### src/rtl/mvm_result_buffer_if.sv
// Handshake bundle between the MVM result producer, the result buffer and its consumer.
// The slave modport is the buffer side; the master modport is the producer/consumer side.
interface mvm_result_buffer_if #(
  parameter int IN_WIDTH  = 16,
  parameter int OUT_WIDTH = 8,
  parameter int DEPTH     = 64
);
  logic                       done;
  logic [IN_WIDTH-1:0]        data_in;
  logic                       relu_en;
  logic                       can_start;
  logic                       out_valid;
  logic                       out_ready;
  logic [OUT_WIDTH-1:0]       out_data;
  logic                       out_last;
  logic                       overflow;
  logic [$clog2(DEPTH):0]     count;

  modport slave (
    input  done, data_in, relu_en, out_ready,
    output can_start, out_valid, out_data, out_last, overflow, count
  );

  modport master (
    output done, data_in, relu_en, out_ready,
    input  can_start, out_valid, out_data, out_last, overflow, count
  );
endinterface

### src/rtl/mvm_result_buffer.sv
// Captures M-word MVM result bursts, requantizes each word (shift, optional ReLU,
// saturate) and queues them in a first-word-fall-through FIFO for a ready/valid consumer.
module mvm_result_buffer #(
  parameter int M         = 32,
  parameter int IN_WIDTH  = 16,
  parameter int OUT_WIDTH = 8,
  parameter int SHIFT     = 2,
  parameter int DEPTH     = 64
) (
  input  logic                  clk,
  input  logic                  reset,
  mvm_result_buffer_if.slave    bus
);
  localparam int AW = $clog2(DEPTH);
  localparam int CW = AW + 1;
  localparam int JW = (M > 1) ? $clog2(M) : 1;
  localparam logic signed [IN_WIDTH-1:0] SAT_MAX = IN_WIDTH'((1 <<< (OUT_WIDTH - 1)) - 1);
  localparam logic signed [IN_WIDTH-1:0] SAT_MIN = IN_WIDTH'(-(1 <<< (OUT_WIDTH - 1)));

  typedef enum logic {S_IDLE, S_CAPTURE} state_t;

  state_t                r_state;
  logic [JW-1:0]         r_j;
  logic [AW-1:0]         r_wptr;
  logic [AW-1:0]         r_rptr;
  logic [CW-1:0]         r_count;
  logic                  r_ovf;
  logic [OUT_WIDTH:0]    r_mem [DEPTH];

  logic                          w_capture;
  logic                          w_valid;
  logic                          w_pop;
  logic                          w_full;
  logic                          w_wr;
  logic                          w_last;
  logic signed [IN_WIDTH-1:0]    w_shift;
  logic signed [IN_WIDTH-1:0]    w_relu;
  logic [OUT_WIDTH-1:0]          w_sat;
  logic [OUT_WIDTH:0]            w_head;

  assign w_capture = (r_state == S_CAPTURE);
  assign w_valid   = (r_count != '0);
  assign w_pop     = w_valid && bus.out_ready;
  assign w_full    = (r_count == CW'(DEPTH));
  // A full FIFO still takes the word when the head leaves on the same edge.
  assign w_wr      = w_capture && (!w_full || w_pop);
  assign w_last    = (r_j == JW'(M - 1));

  assign w_shift = $signed(bus.data_in) >>> SHIFT;

  always_comb begin
    w_relu = w_shift;
    if (bus.relu_en && (w_shift < 0)) w_relu = '0;
    if (w_relu > SAT_MAX)      w_sat = SAT_MAX[OUT_WIDTH-1:0];
    else if (w_relu < SAT_MIN) w_sat = SAT_MIN[OUT_WIDTH-1:0];
    else                       w_sat = w_relu[OUT_WIDTH-1:0];
  end

  always_ff @(posedge clk or posedge reset) begin
    if (reset) begin
      r_state <= S_IDLE;
      r_j     <= '0;
      r_wptr  <= '0;
      r_rptr  <= '0;
      r_count <= '0;
      r_ovf   <= 1'b0;
    end else begin
      case (r_state)
        S_IDLE: begin
          if (bus.done) begin
            r_state <= S_CAPTURE;
            r_j     <= '0;
          end
        end
        S_CAPTURE: begin
          // The word index advances even when the word is dropped.
          if (w_last) begin
            r_state <= S_IDLE;
            r_j     <= '0;
          end else begin
            r_j <= r_j + 1'b1;
          end
        end
        default: r_state <= S_IDLE;
      endcase

      if (w_capture && !w_wr) r_ovf <= 1'b1;
      if (w_wr)  r_wptr <= r_wptr + 1'b1;
      if (w_pop) r_rptr <= r_rptr + 1'b1;

      case ({w_wr, w_pop})
        2'b10:   r_count <= r_count + 1'b1;
        2'b01:   r_count <= r_count - 1'b1;
        default: r_count <= r_count;
      endcase
    end
  end

  always_ff @(posedge clk) begin
    if (w_wr) r_mem[r_wptr] <= {w_last, w_sat};
  end

  assign w_head = r_mem[r_rptr];

  assign bus.out_valid = w_valid;
  assign bus.out_data  = w_valid ? w_head[OUT_WIDTH-1:0] : '0;
  assign bus.out_last  = w_valid ? w_head[OUT_WIDTH] : 1'b0;
  assign bus.overflow  = r_ovf;
  assign bus.count     = r_count;
  // count never exceeds DEPTH, so the sum fits in one extra bit.
  assign bus.can_start = (({1'b0, r_count} + (CW + 1)'(M)) <= (CW + 1)'(DEPTH));
endmodule

### src/flat_wrapper.sv
// flat-port wrapper written by rule: the top's interface ports become plain ports
module mvm_result_buffer_flat 
#(
  parameter int M         = 32,
  parameter int IN_WIDTH  = 16,
  parameter int OUT_WIDTH = 8,
  parameter int SHIFT     = 2,
  parameter int DEPTH     = 64
)
  (clk, reset, bus_done, bus_data_in, bus_relu_en, bus_out_ready, bus_can_start, bus_out_valid, bus_out_data, bus_out_last, bus_overflow, bus_count);
  mvm_result_buffer_if #(.IN_WIDTH(IN_WIDTH), .OUT_WIDTH(OUT_WIDTH), .DEPTH(DEPTH)) bus_i ();
  input  logic clk;
  input  logic reset;
  input wire logic [$bits(bus_i.done)-1:0] bus_done;
  input wire logic [$bits(bus_i.data_in)-1:0] bus_data_in;
  input wire logic [$bits(bus_i.relu_en)-1:0] bus_relu_en;
  input wire logic [$bits(bus_i.out_ready)-1:0] bus_out_ready;
  output wire logic [$bits(bus_i.can_start)-1:0] bus_can_start;
  output wire logic [$bits(bus_i.out_valid)-1:0] bus_out_valid;
  output wire logic [$bits(bus_i.out_data)-1:0] bus_out_data;
  output wire logic [$bits(bus_i.out_last)-1:0] bus_out_last;
  output wire logic [$bits(bus_i.overflow)-1:0] bus_overflow;
  output wire logic [$bits(bus_i.count)-1:0] bus_count;
  assign bus_i.done = bus_done;
  assign bus_i.data_in = bus_data_in;
  assign bus_i.relu_en = bus_relu_en;
  assign bus_i.out_ready = bus_out_ready;
  assign bus_can_start = bus_i.can_start;
  assign bus_out_valid = bus_i.out_valid;
  assign bus_out_data = bus_i.out_data;
  assign bus_out_last = bus_i.out_last;
  assign bus_overflow = bus_i.overflow;
  assign bus_count = bus_i.count;
  mvm_result_buffer #(.M(M), .IN_WIDTH(IN_WIDTH), .OUT_WIDTH(OUT_WIDTH), .SHIFT(SHIFT), .DEPTH(DEPTH)) u_core (.clk(clk), .reset(reset), .bus(bus_i));
endmodule
### config.mk
export PLATFORM = sky130hd
export DESIGN_NAME = mvm_result_buffer_flat
export DESIGN_NICKNAME = d
export VERILOG_FILES = /design/src/rtl/mvm_result_buffer_if.sv /design/src/rtl/mvm_result_buffer.sv /design/src/flat_wrapper.sv
export SDC_FILE = /design/constraint.sdc
export NUM_CORES = 1
export LEC_CHECK = 0
export ABC_AREA = 1
export CORE_MARGIN = 3
export CORE_UTILIZATION = 40
export CTS_BUF_LIST = sky130_fd_sc_hd__clkbuf_8
export CTS_CLUSTER_DIAMETER = 80
export DETAILED_ROUTE_END_ITERATION = 10
export HOLD_SLACK_MARGIN = 0.06
export PLACE_DENSITY = 0.62
export REMOVE_ABC_BUFFERS = 1
export SKIP_LAST_GASP = 1
export SYNTH_ARGS = -nofsm -noshare
export SYNTH_HDL_FRONTEND = slang
export SYNTH_SLANG_ARGS = --single-unit
### constraint.sdc
create_clock -name clk -period 2.5 [get_ports clk]
set_clock_uncertainty 0.05 [all_clocks]
set_input_delay 0.75 -clock clk [delete_from_list [all_inputs] [get_ports clk]]
set_output_delay 0.75 -clock clk [all_outputs]
set_load 0.01 [all_outputs]
== Word-level counts from Yosys, hierarchy flattened ==
Memory sizes are Yosys's and may differ from the RTL's.
Cells that the tools add are included.
Storage, ports and cells
  register bits after elaboration: 26
  memory bits (writable): 576
  output and inout bits: 19
  word-level logic and storage cells: 46
  memories kept: 1
Memory list
  u_core.r_mem: words 64, bits a word 9, rd ports 1, clocked after Yosys merged registers in 0, wr ports 1, line mvm_result_buffer.sv:28  | logic [OUT_WIDTH:0] r_mem [DEPTH];
Cells by class
  add/subtract/negate cells: 6
  $lt $le $gt $ge: 4
  eq/ne operators: 5
  muxes and demuxes: 14
  bitwise logic cells: 1
  reductions and logical operators: 9
Operator list (count)
  $mux 8: 3
  $gt 16x8->1 const B: 1
  $lt 16x8->1 const B: 1
  $mux 16: 1
  $lt 14x1->1 const B: 1
  $pmux 7 s2: 1
  $add 6x1->6 const B: 2
  $mux 5: 2
  $pmux 5 s2: 1
  $add 7x6->8 const B: 1
  $le 8x7->1 const B: 1
  $add 7x1->7 const B: 1
  $eq 7x7->1 const B: 1
  $reduce_bool 7->1: 1
  $sub 7x1->7 const B: 1
  $add 5x1->5 const B: 1
  $eq 5x5->1 const B: 1
  $mux 1: 5
  $logic_and 1x1->1: 4
  $eq 2x1->1 const B: 1
  $eq 2x2->1 const B: 1
  $logic_not 1->1: 2
  $ne 2x2->1 const B: 1
  $pmux 1 s2: 1
  3 further kinds: 3

== Longest topological paths before layout ==
Gate-level depths: netlist of the first run.
  depth after elaboration: 6
  depth in mapped cells: 15

== Worst setup path before layout of the first run ==
Ideal clock, no wire load.
  path type: input to register
  start: in bus_data_in[15]
  end: mem u_core.r_mem[0][0] (netlist name), data pin
  arrival time: 4.021 ns
  path slack: -2.273 ns
  cell stages on the path: 5
  path buffers: 0
  path through: inv_1 nor2_1 inv_1 a31oi_1 o21ai_0
Between the ends
  cells in the longest elaborated chain, start to end: 6
  elaborated cells on any way between the ends: 7
Ends and longest elaborated chain
  start, declared: line flat_wrapper.sv:15  | input wire logic [$bits(bus_i.data_in)-1:0] bus_data_in;
  $lt 14x1->1: line mvm_result_buffer.sv:53  | if (bus.relu_en && (w_shift < 0)) w_relu = '0;
  $logic_and 1x1->1: line mvm_result_buffer.sv:53
  $mux 16 *: line mvm_result_buffer.sv:53
  $lt 16x8->1: line mvm_result_buffer.sv:55  | else if (w_relu < SAT_MIN) w_sat = SAT_MIN[OUT_WIDTH-1:0];
  $mux 8: line mvm_result_buffer.sv:55
  $mux 8 *: line mvm_result_buffer.sv:54  | if (w_relu > SAT_MAX) w_sat = SAT_MAX[OUT_WIDTH-1:0];
  net u_core.w_sat[0]: line mvm_result_buffer.sv:38  | logic [OUT_WIDTH-1:0] w_sat;
  end, declared: line mvm_result_buffer.sv:28
Mark *: on every way through the listed nets, which the timed path passes. The rest lies on a longest branch.

== Worst setup path after layout of the first run ==
  start: reg u_core.r_rptr[0]
  end: out bus_out_data[4]
Between the ends
  cells in the longest elaborated chain, start to end: 2
Ends and longest elaborated chain
  start, declared: line mvm_result_buffer.sv:25  | logic [AW-1:0] r_rptr;
  start signal, assigned: line mvm_result_buffer.sv:89  | if (w_pop) r_rptr <= r_rptr + 1'b1;
  $mem_v2 64x9
  $mux 8: line mvm_result_buffer.sv:106  | assign bus.out_data = w_valid ? w_head[OUT_WIDTH-1:0] : '0;
  end, declared: line flat_wrapper.sv:20  | output wire logic [$bits(bus_i.out_data)-1:0] bus_out_data;
No other way between the ends.

==> metrics.md, run 1 <==
| Metric | Value |
|---|---|
| Status | `complete, but fails checks` |
| Failing checks | `setup timing` |
| RSZ-0062 raised after global routing | `yes` |
| Worst r2r dst | `u_core.r_mem[38][4]` |
| Vias | `18,900` |
| Core area | `63,400 sq um` |
| CTS buffer count | `a little under 100` |
| Die width | `260 um` |
| PortBufs | `37` |
| Worst setup SP type | `flop` |
| ANT nets after route | `0` |
| Hold Path Class | `input port to async pin` |
| Die ar. | `67,400 sq um` |
| Clock Latency Late Sink | `0.68 ns` |
| Area post-placement | `29,000 sq um` |
| Synth Instances | `2,445` |
| R2R Path Start | `u_core.bus.count[3]` |
| Met1 WL | `30.3 mm` |
| First-pass DRT Iterations | `5` |
| # IOs | `40` |
| Highest metal used | `met4` |
| Pin count of the biggest net entering global routing | `65` |
| Synth warn | `0` |
| Iteration-0 DRC Markers | `roughly 1,800` |
| TNS Setup | `-10.51 ns` |
| Tmin final | `3.56 ns` |
| CP Data Required Time | `1.70 ns` |
| Slew Viols, Final | `0` |
| Number of antenna violations at the first check in global routing | `0` |
| Avg Cell Area, Syn | `10.5 sq um` |
| WL/cell | `20.2 um` |
| Gr ovfl total | `0` |
| N_diodes | `0` |
| Reg2Reg Depth | `12` |
| Root buffer cell | `clkbuf_8` |
| Final hold violation count | `0` |
| Netlist cell types | `31` |
| Nets | `2,766` |
| DRC | `0` |
| Cell Count Post-Placement | `3,432` |
| H-tree Lvls | `3` |
| Initial Utilization | `40.6%` |
| Sink Count | `602` |
| Maximum vdd drop | `about 0.74 mV` |
| Crit end category | `output pin` |
| CTS tree | `done` |
| Relative max-transition margin | `39.5%` |
| LEAKAGE | `0.0131 uW` |
| Most common cell after layout, fill and taps aside | `nand2_1` |
| Placer Congestion | `0.875` |
| Maxcap violations | `0` |
| # rows | `92` |
| Drt total wl | `73.8 mm` |
| Seq/Total Area, Yosys | `69.7%` |
| Met2 routed WL | `35.5 mm` |
| Worst reg2reg setup slack | `-0.07 ns` |
| Crit path arrival time | `2.76 ns` |
| Commonest non-fill, non-tap cells in the layout | `nand2_1, edfxtp_1, nor2_1` |
| Final period util | `142%` |
| Max FO, Critical Path | `7` |
| Reg clk slew, reported paths | `0.07 ns` |
| Share of layout cells above drive strength 1 | `approximately 22%` |
| Vias in the first global route | `18,500` |
| Vias per cell | `roughly 5.2` |
| First-pass GRT wire length | `110 mm` |
| Area grow syn2layout | `27.6%` |
| WL met3 | `5.56 mm` |
| Bufs on Longest Clock Path | `3` |
| Power Density | `1180 nW/um^2` |
| Die height | `260 um` |
| Fin cells | `between 3,000 and 4,000` |
| Worst Tran Pin Value | `0.908 ns` |
| Yosys reg bits | `602` |
| Setup slack after layout | `-1.06 ns` |
| Final Cell Area | `32,800 sq um` |
| Netlist Area Pre-Place | `25,700 sq um` |
| F_max | `281 MHz` |
| Crit path kind | `flop to output pin` |
| Fill count | `5,428` |
| Post-detail-place hpwl | `approximately 45 mm` |
| Final core occ | `51.8%` |
| Final setup vio count | `43` |
| Total track usage | `21.4%` |
[per-stage QoR]
step,power [uW],hold WS [ns],setup slack [ns]
after floorplan,19000,0.418,-8.26
after global placement,26700,0.393,-0.922
after detailed placement,26800,0.399,-0.943
after CTS,36700,0.351,-1.12
after global routing,40800,0.398,-1.18
final,38800,0.401,-1.06
[critical path, stage by stage, from the launching register on]
cell and delay (ns):
dfrtp_4 0.52, buf_12 0.18, clkinv_8 0.09, buf_4 0.11
buf_4 0.11, nand2_1 0.05, nand2_1 0.06, nand2_1 0.05
nand3_1 0.15, nand3_2 0.15, nand2_2 0.12, nand3_4 0.12
a21oi_4 0.23, buf_6 0.13
[cells by family after synthesis]
kind of cell	share of synthesized area [%]
and+or+nand+nor	20.5
adders and majority gates	0.564
buffers and inverters	5.15
DFF	69.7
AOI/OAI and AO/OA	3.65
xor gates and xnor gates	0.442
[where the power goes]
group / switching [uW] / internal, uW
Clock: 3850 / 4330
Combinational: 11000 / 7190
Sequential: 375 / 12100
[cell type report]
type,count,area [sq um],area share (%)
sequential,602,18000,54.7
inverter,205,806,2.45
timing repair inverter,2,27.5,0.0838
tap,846,1060,3.22
clock buffer,111,1530,4.65
multi-input combinational,1519,7500,22.8
timing repair buffer,307,3640,11.1
clock inverter,64,333,1.01
[cells in the mapped netlist (all sizes together)]
master  number  area [sq um]
xor2        11          96.3
clkbuf      60           225
o211ai       1          7.51
edfxtp     576         17300
nor4         1          6.26
nand4        6          37.5
o21ai      126           631
nand3      232          1160
a21oi       51           255
dfrtp       26           651
fa           1          20.0
inv        202           758
xnor2        2          17.5
or2         11          68.8
nor2       333          1250
clkinv       3          11.3
o21bai       2          15.0
nand2      719          2700
a31oi        1          6.26
a21o         1          7.51
and3         2          12.5
nor3         7          35.0
a22o         2          17.5
ha          10           125
buf         59           332
[worst max-delay path by stage]
| stage | start | to | slack [ns] | cells after the start |
|---|---|---|---|---|
| after floorplan | u_core.r_rptr[0] | bus_out_data[0] | -8.26 | 10 |
| after global placement | u_core.r_rptr[0] | bus_out_data[2] | -0.92 | 14 |
| after detailed placement | u_core.r_rptr[0] | bus_out_data[2] | -0.94 | 14 |
| after CTS | u_core.r_rptr[0] | bus_out_data[2] | -1.12 | 15 |
| after global routing | u_core.r_rptr[0] | bus_out_last | -1.18 | 11 |
| final | u_core.r_rptr[0] | bus_out_data[4] | -1.06 | 13 |
[flip-flops by register name, indices dropped and copies added (netlist names)]
name	cells
u_core.bus.count	7
u_core.bus.overflow	1
u_core.r_state	1
u_core.r_rptr	6
u_core.r_mem	576
u_core.r_j	5
u_core.r_wptr	6
[what timing repair did]
item,in CTS,in global routing
resized for setup,169,181
setup buffers,12,21
hold buffers,0,0
endpoints found under the setup margin,21,134
cloned,12,12
pin swaps,29,83
[routing by layer]
metal	track usage (%)	vias up
met4	8.47	0
li1	-	8739
met5	0	-
met1	28.4	9182
met3	3.58	137
met2	35.3	849
Note: power is estimated with default switching activity, not from simulation.
==> run 2: changes to the inputs <==
--- a/config.mk
+++ b/config.mk
@@ -6,7 +6,7 @@
 export NUM_CORES = 1
 export LEC_CHECK = 0
 export ABC_AREA = 1
-export CORE_MARGIN = 3
+export CAP_MARGIN = 20
 export CORE_UTILIZATION = 40
 export CTS_BUF_LIST = sky130_fd_sc_hd__clkbuf_8
 export CTS_CLUSTER_DIAMETER = 80
==> metrics.md, run 2 (synthesized netlist as in run 1, its figures left out) <==
| Metric | Value |
|---|---|
| Final hold violation count | `0 (unchanged)` |
| Final period util | `147% (+4.9 points)` |
| Pwr Total | `39,200 uW (+1.0%)` |
| Area post-placement | `29,300 sq um (+0.80%)` |
| Crit end category | `output pin` |
| WL/cell | `20.1 um (-0.19%)` |
| Final Cell Area | `33,000 sq um (+0.54%)` |
| Ordered cell list for the critical path | `buf_12, clkinv_16, buf_16, buf_4, nand2_1, nand3_1, a21oi_2, buf_4, nor2_2, nand2_2, nand3_4, a21oi_4, buf_6` |
| Pin count of the biggest net entering global routing | `65 (unchanged)` |
| DRC | `0 (unchanged)` |
| Bufs on Longest Clock Path | `3 (unchanged)` |
| PortBufs | `37 (unchanged)` |
| # IOs | `40 (unchanged)` |
| Worst Path Buf+Inv | `6 (+1)` |
| First-pass GRT wire length | `113 mm (+3.1%)` |
| Vias | `18,900 (+0.058%)` |
| ANT nets after route | `0 (unchanged)` |
| Initial Utilization | `40.7% (+0.074 points)` |
| H-tree Lvls | `3 (unchanged)` |
| Nets | `2,801 (+1.3%)` |
| # rows | `92 (unchanged)` |
| Post-detail-place hpwl | `44.3 mm (-0.78%)` |
| Maxcap violations | `0 (unchanged)` |
| CTS buffer count | `99 (+2.1%)` |
| Maximum vdd drop | `0.872 mV (+17%)` |
| GR Util met2 | `37.7% (+2.4 points)` |
| Number of antenna violations at the first check in global routing | `0 (unchanged)` |
| Gr ovfl total | `0 (unchanged)` |
| Highest-delay cell along the critical path | `dfrtp_4` |
| Busiest grt layer | `met2` |
| Tmin final | `3.68 ns (+0.122 ns)` |
| Critical Path Most Common Cell | `buf_4` |
| Biggest register | `u_core.r_mem` |
| LEAKAGE | `0.0133 uW (+1.3%)` |
| Fin cells | `3,697 (+1.1%)` |
| Max FO, Critical Path | `11 (+4)` |
| Worst setup SP type | `flop` |
| N_diodes | `0 (unchanged)` |
| Share of layout cells above drive strength 1 | `22.4% (+0.21 points)` |
| CTS tree | `done` |
| CP peak stage delay | `0.48 ns (-0.04 ns)` |
| Total track usage | `22.7% (+1.2 points)` |
| Clock Latency Late Sink | `0.71 ns (+0.03 ns)` |
| Reg clk slew, reported paths | `0.06 ns (about the same)` |
| Placer Congestion | `0.886 (+1.3%)` |
| Failing checks | `setup timing` |
| Area grow syn2layout | `28.3%` |
| Core area | `63,300 sq um (-0.18%)` |
| Root buffer cell | `clkbuf_8` |
| CP Data Required Time | `1.70 ns (about the same)` |
| Crit path arrival time | `2.88 ns (+0.12 ns)` |
| Die ar. | `65,400 sq um (-3.1%)` |
| Relative max-transition margin | `63.4% (+24 points)` |
| Hold Path Class | `input port to async pin` |
| Cell family with most CP delay | `buffers and inverters` |
| Crit path kind | `flop to output pin` |
| Fill count | `5,527 (+1.8%)` |
| Final setup vio count | `11 (-74%)` |
| Grt met3 use | `3.54% (-0.048 points)` |
| Sink Count | `602 (unchanged)` |
| Vias in the first global route | `19,000 (+3.1%)` |
| First-pass DRT Iterations | `5 (unchanged)` |
| Power Density | `1190 nW/um^2 (+0.47%)` |
| Die height | `256 um (-1.5%)` |
| RSZ-0062 raised after global routing | `yes` |
| F_max | `272 MHz (-3.3%)` |
| Max FFs per register | `576 (unchanged)` |
| Hold-fix buffers at CTS | `0 (unchanged)` |
| GR Util met1 | `29.8% (+1.4 points)` |
| Cell Count Post-Placement | `3,463 (+0.90%)` |
| Die width | `256 um (-1.5%)` |
| Most common cell after layout, fill and taps aside | `nand2_1` |
| Iteration-0 DRC Markers | `1,836 (+2.0%)` |
| Worst Tran Pin Value | `0.549 ns (-0.359 ns)` |
| Final core occ | `52.2% (+0.37 points)` |
| Vias per cell | `5.12 (-1.1%)` |
| Setup slack after layout | `-1.18 ns (-0.122 ns)` |
| Drt total wl | `74.5 mm (+0.93%)` |
| Commonest non-fill, non-tap cells in the layout | `nand2_1, edfxtp_1, nor2_1` |
| Status | `complete, but fails checks` |
| Slew Viols, Final | `0 (unchanged)` |
run 2: cell count changes in the layout (fill, tap and decap cells not counted), sizes merged, moves of 2 or more:
cell and delta:
clkinv +11, clkbuf -15, inv +4, bufinv -2, buf +35, bufbuf +7
run 2: routing by layer:
metal	vias to the layer above	routed length (um)
met5	-	0
met4	0	2260
met3	137	5190
met2	718	36300
met1	9244	30700
li1	8819	-
run 2: worst register-to-register path, stage by stage (launching register included):
cell,delay (ns)
dfrtp_1,0.38
inv_1,0.08
nand4_1,0.18
buf_4,0.20
nor2_4,0.12
buf_6,0.12
nor2_4,0.04
nand2_4,0.09
inv_8,0.06
ha_4,0.22
a21oi_2,0.17
o21ai_1,0.10
nor2_1,0.15
nand2_1,0.10
nand2_1,0.09
nand2_1,0.06
nand2_1,0.06
inv_1,0.04
run 2: worst paths after layout:
kind	from	to	slack (ns)	cells after the start
setup / recovery	u_core.r_rptr[0]	bus_out_data[7]	-1.18	13
hold / removal	reset	u_core.bus.overflow	0.27	2
setup reg to reg	u_core.bus.count[3]	u_core.bus.count[6]	0.07	17
hold reg to reg	u_core.bus.overflow	u_core.bus.overflow	0.42	1
max in group asynchronous	reset	u_core.r_rptr[4]	1.66	3
min in group clk	u_core.bus.overflow	u_core.bus.overflow	0.42	1
run 2: area by class of cell:
type                    instances  area, sq um  area share [%]
well taps                     846         1060            3.21
multi-input cells            1519         7440            22.5
repair buffers                341         3960            12.0
inverters                     205          806            2.44
clock buffers                 104         1430            4.33
repair inverters                1         20.0          0.0606
clock inverters                79          355            1.08
flip-flops and latches        602        18000            54.4
run 2: metrics by stage:
step / setup WS (ns) / TNS [ns] / hold slack, ns
final: -1.18 / -10.59 / 0.270
after global routing: -1.26 / -11.66 / 0.280
after CTS: -1.15 / -115.97 / 0.237
after detailed placement: -1.01 / -269.47 / 0.401
after global placement: -0.988 / -235.40 / 0.393
after floorplan: -8.26 / -1161.25 / 0.418
run 2: power breakdown:
| part | switching [uW] | total, uW | leakage (uW) | internal, uW |
|---|---|---|---|---|
| clock | 3930 | 7880 | 0.00108 | 3950 |
| combinational | 11100 | 18900 | 0.00678 | 7760 |
| sequential | 370 | 12500 | 0.00545 | 12100 |
| total | 15400 | 39200 | 0.0133 | 23800 |
run 2: timing repair:
| action | in CTS | in global routing |
|---|---|---|
| pin swaps | 66 | 64 |
| buffers inserted | 29 | 20 |
| setup endpoints to repair | 20 | 594 |
| gates cloned | 18 | 1 |
| resized for setup | 249 | 94 |
